--- config.mk ---
export PLATFORM = sky130hd
export DESIGN_NAME = id_ex_stage
export DESIGN_NICKNAME = d
export VERILOG_FILES = /design/src/rtl/cpu_pkg.sv /design/src/rtl/hazard_detect.sv /design/src/rtl/id_ex_stage.sv
export SDC_FILE = /design/constraint.sdc
export NUM_CORES = 1
export LEC_CHECK = 0
export ABC_AREA = 1
export BUFFER_PORTS_ARGS = -buffer_cell sky130_fd_sc_hd__buf_4
export CORE_AREA = 4 4 133 135
export DETAILED_ROUTE_END_ITERATION = 10
export DIE_AREA = 0 0 137 139
export PLACE_DENSITY_LB_ADDON = 0.25
export SETUP_SLACK_MARGIN = 0.5
export SYNTH_ARGS = -nofsm -noshare
export SYNTH_HDL_FRONTEND = slang
export SYNTH_SLANG_ARGS = --single-unit
--- constraint.sdc ---
create_clock -name CLK -period 1.5 [get_ports CLK]
set_clock_uncertainty 0.05 [all_clocks]
set_input_delay 0 -clock CLK [delete_from_list [all_inputs] [get_ports CLK]]
set_output_delay 0 -clock CLK [all_outputs]
set_load 0.03 [all_outputs]
--- src/rtl/cpu_pkg.sv ---
// Shared definitions for the five-stage MIPS core: control-bundle layout,
// instruction field positions and ALU operation encodings.
package cpu_pkg;

  localparam int CTRL_WIDTH       = 12;
  localparam int CTRL_REGWRITE    = 11;
  localparam int CTRL_MEMREAD     = 10;
  localparam int CTRL_MEMWRITE    = 9;
  localparam int CTRL_MEMTOREG    = 8;
  localparam int CTRL_ALUSRC      = 7;
  localparam int CTRL_REGDST      = 6;
  localparam int CTRL_ALUOP_HI    = 5;
  localparam int CTRL_ALUOP_LO    = 2;
  localparam int CTRL_BRANCH      = 1;
  localparam int CTRL_USESRT      = 0;

  localparam int INSTR_RS_HI      = 25;
  localparam int INSTR_RS_LO      = 21;
  localparam int INSTR_RT_HI      = 20;
  localparam int INSTR_RT_LO      = 16;
  localparam int INSTR_RD_HI      = 15;
  localparam int INSTR_RD_LO      = 11;
  localparam int INSTR_SHAMT_HI   = 10;
  localparam int INSTR_SHAMT_LO   = 6;
  localparam int INSTR_IMM_HI     = 15;
  localparam int INSTR_IMM_LO     = 0;
  localparam int REG_IDX_W        = 5;

  typedef enum logic [3:0] {
    ALU_ADD  = 4'd0,
    ALU_SUB  = 4'd1,
    ALU_AND  = 4'd2,
    ALU_OR   = 4'd3,
    ALU_XOR  = 4'd4,
    ALU_NOR  = 4'd5,
    ALU_SLT  = 4'd6,
    ALU_SLTU = 4'd7,
    ALU_SLL  = 4'd8,
    ALU_SRL  = 4'd9,
    ALU_SRA  = 4'd10,
    ALU_LUI  = 4'd11,
    ALU_FUNC = 4'd15
  } alu_op_e;

  // Even parity over a control bundle, for downstream integrity checks.
  function automatic logic ctrl_parity(input logic [CTRL_WIDTH-1:0] ctrl);
    return ^ctrl;
  endfunction

endpackage

--- src/rtl/hazard_detect.sv ---
// Combinational load-use detector: flags an ID instruction that reads the
// destination of a load currently in EX. Also reused by branch-in-ID logic.
module hazard_detect
  import cpu_pkg::*;
(
  input  logic                 ex_valid_i,
  input  logic                 ex_memread_i,
  input  logic [REG_IDX_W-1:0] ex_rt_i,
  input  logic                 id_valid_i,
  input  logic [REG_IDX_W-1:0] id_rs_i,
  input  logic [REG_IDX_W-1:0] id_rt_i,
  input  logic                 id_uses_rt_i,
  input  logic                 flush_i,
  output logic                 hazard_o,
  output logic                 stall_o
);

  logic rs_match_s;
  logic rt_match_s;

  // Operand match against the load destination; $0 never creates a dependency.
  always_comb begin
    rs_match_s = (ex_rt_i == id_rs_i);
    rt_match_s = (ex_rt_i == id_rt_i) && id_uses_rt_i;
    hazard_o   = ex_valid_i && ex_memread_i && id_valid_i &&
                 (ex_rt_i != 5'd0) && (rs_match_s || rt_match_s);
    stall_o    = hazard_o && !flush_i;
  end

endmodule

--- src/rtl/id_ex_stage.sv ---
// ID/EX pipeline register with same-cycle WB bypass into the ID operands and
// a one-bubble load-use interlock.
module id_ex_stage
  import cpu_pkg::*;
#(
  parameter int DATA_W           = 32,
  parameter int CTRL_W           = CTRL_WIDTH,
  parameter int CTRL_MEMREAD_BIT = CTRL_MEMREAD,
  parameter int CTRL_USESRT_BIT  = CTRL_USESRT
) (
  input  logic              CLK,
  input  logic              RST_N,
  input  logic              id_valid,
  input  logic [31:0]       id_instr,
  input  logic [31:0]       id_pc4,
  input  logic [CTRL_W-1:0] id_ctrl,
  input  logic              id_ext_op,
  input  logic [DATA_W-1:0] rf_data1,
  input  logic [DATA_W-1:0] rf_data2,
  input  logic              wb_reg_write,
  input  logic [4:0]        wb_write_reg,
  input  logic [DATA_W-1:0] wb_write_data,
  input  logic              flush,
  output logic              stall,
  output logic              ex_valid,
  output logic [CTRL_W-1:0] ex_ctrl,
  output logic [31:0]       ex_pc4,
  output logic [DATA_W-1:0] ex_rs_data,
  output logic [DATA_W-1:0] ex_rt_data,
  output logic [DATA_W-1:0] ex_imm,
  output logic [4:0]        ex_rs,
  output logic [4:0]        ex_rt,
  output logic [4:0]        ex_rd,
  output logic [4:0]        ex_shamt
);

  logic [4:0]        id_rs_s, id_rt_s, id_rd_s, id_shamt_s;
  logic [DATA_W-1:0] rs_val_s, rt_val_s, imm_s;
  logic              hazard_s;
  logic              unused_opcode_s;

  logic              valid_q, valid_d;
  logic [CTRL_W-1:0] ctrl_q, ctrl_d;
  logic [31:0]       pc4_q;
  logic [DATA_W-1:0] rs_data_q, rt_data_q, imm_q;
  logic [4:0]        rs_q, rt_q, rd_q, shamt_q;

  assign id_rs_s         = id_instr[INSTR_RS_HI:INSTR_RS_LO];
  assign id_rt_s         = id_instr[INSTR_RT_HI:INSTR_RT_LO];
  assign id_rd_s         = id_instr[INSTR_RD_HI:INSTR_RD_LO];
  assign id_shamt_s      = id_instr[INSTR_SHAMT_HI:INSTR_SHAMT_LO];
  assign unused_opcode_s = ^id_instr[31:26];

  // The register file writes on the same edge we capture, so forward WB here.
  always_comb begin
    if (id_rs_s == 5'd0) begin
      rs_val_s = '0;
    end else if (wb_reg_write && (wb_write_reg == id_rs_s)) begin
      rs_val_s = wb_write_data;
    end else begin
      rs_val_s = rf_data1;
    end
    if (id_rt_s == 5'd0) begin
      rt_val_s = '0;
    end else if (wb_reg_write && (wb_write_reg == id_rt_s)) begin
      rt_val_s = wb_write_data;
    end else begin
      rt_val_s = rf_data2;
    end
    imm_s = {{(DATA_W-16){id_ext_op & id_instr[15]}}, id_instr[INSTR_IMM_HI:INSTR_IMM_LO]};
  end

  hazard_detect u_hazard_detect (
    .ex_valid_i   (valid_q),
    .ex_memread_i (ctrl_q[CTRL_MEMREAD_BIT]),
    .ex_rt_i      (rt_q),
    .id_valid_i   (id_valid),
    .id_rs_i      (id_rs_s),
    .id_rt_i      (id_rt_s),
    .id_uses_rt_i (id_ctrl[CTRL_USESRT_BIT]),
    .flush_i      (flush),
    .hazard_o     (hazard_s),
    .stall_o      (stall)
  );

  // Bubble on flush or load-use; flush has priority but both yield the same bubble.
  always_comb begin
    valid_d = 1'b0;
    ctrl_d  = '0;
    if (flush || hazard_s) begin
      valid_d = 1'b0;
      ctrl_d  = '0;
    end else begin
      valid_d = id_valid;
      ctrl_d  = id_valid ? id_ctrl : '0;
    end
  end

  // Pipeline register; data fields load every cycle since bubbles ignore them.
  always_ff @(posedge CLK or negedge RST_N) begin
    if (!RST_N) begin
      valid_q   <= 1'b0;
      ctrl_q    <= '0;
      pc4_q     <= 32'd0;
      rs_data_q <= '0;
      rt_data_q <= '0;
      imm_q     <= '0;
      rs_q      <= 5'd0;
      rt_q      <= 5'd0;
      rd_q      <= 5'd0;
      shamt_q   <= 5'd0;
    end else begin
      valid_q   <= valid_d;
      ctrl_q    <= ctrl_d;
      pc4_q     <= id_pc4;
      rs_data_q <= rs_val_s;
      rt_data_q <= rt_val_s;
      imm_q     <= imm_s;
      rs_q      <= id_rs_s;
      rt_q      <= id_rt_s;
      rd_q      <= id_rd_s;
      shamt_q   <= id_shamt_s;
    end
  end

  assign ex_valid   = valid_q;
  assign ex_ctrl    = ctrl_q;
  assign ex_pc4     = pc4_q;
  assign ex_rs_data = rs_data_q;
  assign ex_rt_data = rt_data_q;
  assign ex_imm     = imm_q;
  assign ex_rs      = rs_q;
  assign ex_rt      = rt_q;
  assign ex_rd      = rd_q;
  assign ex_shamt   = shamt_q;

endmodule

==> results.sh <==
export IMPL_numCtsBuffers=17
export IMPL_critPathCaptureType="primary output"
export IMPL_leakage_component_of_the_power_nw=6.04
export IMPL_post_synth_and_or_nand_nor_area_fraction=0.255
export IMPL_critPathKind="flop to primary output"
export IMPL_totalNegativeSetupSlack_ns=-0.119
export IMPL_synth_top_family_by_area="simple AND/OR/NAND/NOR gates"
export IMPL_routabilityCongestion=0.841
export IMPL_synth_fa_ha_area_frac=0
export IMPL_worst_endpoint_arrival_ns=1.56
export IMPL_maxSlewHeadroom=0.674
export IMPL_htree_num_levels=4
export IMPL_crit_fanout=4
export IMPL_post_synth_edffs=0
export IMPL_crit_top_cell="nand2_1"
export IMPL_global_route_usage_total=0.214
export IMPL_synthesis_area_sq_mm=0.00548
export IMPL_synth_compound_area_frac=0.00365
export IMPL_design_portCount=345
export IMPL_syn_area_per_cell_sq_um=8.77
export IMPL_dieArea_sq_mm=0.0190
export IMPL_synth_top_area_share=0.621
export IMPL_cp_cell_sequence="nand2_1 > nand2_1 > nor2_1 > nand3_1 > nand2_1 > nand2_2 > nor2_2 > buf_6"
export IMPL_ctsRootBufferMaster="clkbuf_16"
export IMPL_power_density_mw_per_mm2=934
export IMPL_ys_ff_latch=136
export IMPL_syn_to_final_growth_pct=105
export IMPL_worstSkewPairLatency_ns=0.41
export IMPL_grt_busiest_layer="met2"
export IMPL_rsz0062_at_grt="yes"
export IMPL_min_tclk_post_route_ns=1.61
export IMPL_initial_utilization=0.333
export IMPL_globalRoute_totalOverflow=0
export IMPL_crit_path_start_kind="flop"
export IMPL_hold_path_class="input port to asynchronous set/reset pin"
export IMPL_place_worst_setup_slack_ns=0.161
export IMPL_fmaxAchievable_mhz=622
export IMPL_detailroute_via_count=5759
export IMPL_muxShareOfSynthArea=0
export IMPL_largest_stage_delay_on_the_critical_path_ns=0.43
export IMPL_design_power_total_mw=10.5
export IMPL_gr_usage_met1=0.212
export IMPL_run_status="finished with violations"
export IMPL_synth_cell_type_count=20
export IMPL_clk_transition_reported_paths_ns=0.06
export IMPL_detailedRoute_firstPassIterationCount=4
export IMPL_finalSetupViolations=3
export IMPL_grt_start_max_net_pins=65
export IMPL_synth_xor_area_share=0.00160
export IMPL_fin_ws_ns=-0.107
export IMPL_layout_drive_gt1_share=0.374
export IMPL_synth_async_reset_ratio=1.00
export IMPL_core_area_sq_mm=0.0165
export IMPL_grt_pass1_wl_mm=31.4
export IMPL_failing_checks="negative setup slack"
export IMPL_synth_yosys_seq_area_share=0.621
export IMPL_die_height_um=139
export IMPL_number_of_global_route_vias_before_repair=6213
export IMPL_synth_fp_nets=808
export IMPL_synth_cells=625
export IMPL_synth_area_leaders="dfrtp_1 62%, nand2_1 12%, nor2_1 11%"
export IMPL_largest_area_contributor_in_the_synthesized_netlist="dfrtp_1"
export IMPL_die_w_um=137
export IMPL_synth_top_flop_cell="dfrtp_1"
export IMPL_worst_ir_drop_vdd_mv=0.715
export IMPL_cts_tree="yes"
export IMPL_layout_core_utilization=0.683
export IMPL_final_period_utilization=1.07
export IMPL_cap_viol_max_count=0
export IMPL_grtUsageMet3=0.0675
export IMPL_cp_data_required_time_ns=1.45
export IMPL_slew_violations=0
export IMPL_synth_common_cells="181 x nand2_1, 158 x nor2_1, 136 x dfrtp_1"
export IMPL_critPathSlowestCell="dfrtp_2"
export IMPL_drc_errors=0
export IMPL_final_net_count=1307
export IMPL_n_fill_cell=1162
export IMPL_drtIter0Drc=258
export IMPL_worst_hold_slack_ns=0.0635
export IMPL_average_wire_per_standard_cell_um=15.3
export IMPL_yosys_cell_count_top_type="nand2_1"
export IMPL_antenna_violating_nets_post_route=0
export IMPL_finalHoldViolCount=0
export IMPL_clock_path_buffers=2
export IMPL_viasPerCell=4.24
export IMPL_detail_route_wirelength_mm=20.8
export IMPL_cts_sinks=136
export IMPL_row_count=47
export IMPL_dp_final_hpwl_mm=12.7
export IMPL_grt_antenna_before_repair=2
export IMPL_worst_pin_slew_ns=0.489
export IMPL_ys_warn_count=0
export IMPL_io_buffers=338
export IMPL_grtUsageMet2=0.398
[power breakdown]
part | total (mW) | internal (mW) | switching, mW | leakage [nW]
registers | 4.01 | 3.89 | 0.123 | 1.61
logic | 2.39 | 1.22 | 1.17 | 4.17
clock network | 4.11 | 2.46 | 1.65 | 0.265
[registers in the layout, indices dropped and copies added, names as in the netlist]
register and count:
ex_ctrl 12, ex_imm 9, ex_pc4 32, ex_rd 4, ex_rs 5, ex_rs_data 32
ex_rt 5, ex_rt_data 32, ex_shamt 4, ex_valid 1
[through the flow]
stage / std cells / area [sq um]
2_1_floorplan: 625 / 5500
3_3_place_gp: 1148 / 8120
3_5_place_dp: 1148 / 8120
4_1_cts: 1354 / 11100
5_1_grt: 1357 / 11200
6_report: 1358 / 11200
[final timing paths]
| kind | depth (start not counted) | start | endpoint | slack [ns] |
|---|---|---|---|---|
| max | 8 | ex_rt[4]$_DFF_PN0_ | stall | -0.11 |
| min | 2 | RST_N | ex_rt_data[11]$_DFF_PN0_ | 0.06 |
| max reg2reg | 10 | ex_rt[3]$_DFF_PN0_ | ex_ctrl[0]$_DFF_PN0_ | -0.01 |
| min reg2reg | 7 | ex_valid$_DFF_PN0_ | ex_ctrl[8]$_DFF_PN0_ | 0.98 |
| max in group asynchronous | 3 | RST_N | ex_pc4[16]$_DFF_PN0_ | 0.77 |
| min in group CLK | 6 | id_instr[17] | ex_rt_data[9]$_DFF_PN0_ | 0.09 |
[routing by layer]
layer | wire length, um | vias to the layer above
met1 | 7040 | 2665
met3 | 1630 | 53
met4 | 710 | 4
li1 | - | 2787
met5 | 21 | -
met2 | 11400 | 250
[logic make-up (layout without fill, tap and decap cells)]
logic type | count (synthesis) | in the layout
buf+inv | 131 | 642
other cells | 0 | 1
flops | 136 | 136
simple gates | 353 | 354
compound gates | 4 | 4
xor+xnor | 1 | 1
[final cells by class]
cell class / instances / area, sq um / share of cell area
multi-input combinational: 359 / 1560 / 0.139
tap: 220 / 275 / 0.0245
timing repair buffer: 525 / 5100 / 0.454
clock buffer: 18 / 429 / 0.0382
antenna: 1 / 2.50 / 0.000222
clock inverter: 14 / 150 / 0.0133
inverter: 85 / 319 / 0.0284
sequential: 136 / 3410 / 0.303
[critical path, delay by kind of cell, from the launching register on]
| family | cells | cell delay (ns) |
|---|---|---|
| flops | 1 | 0.43 |
| simple gates | 7 | 0.57 |
| buf+inv | 1 | 0.14 |
[layout by cell type (no fill, tap or decap), types with 3 or more instances in the layout]
cell / n
buf_12: 5
buf_4: 188
buf_6: 145
buf_8: 17
clkbuf_16: 17
clkinvlp_4: 6
dfrtp_1: 130
dfrtp_2: 6
dlygate4sd3_1: 170
inv_1: 77
inv_2: 7
inv_6: 3
nand2_1: 178
nor2_1: 144
nor2_2: 5
nor2_4: 9
[repair_timing]
item	4_1_cts	5_1_grt
setup endpoints to repair	173	174
hold buffers	170	0
cloned	0	1
pin swaps	11	11
setup buffers	4	2
endpoints found under the hold margin	272	0
resized for setup	179	25
No activity file was read; power rests on OpenSTA's default activity.
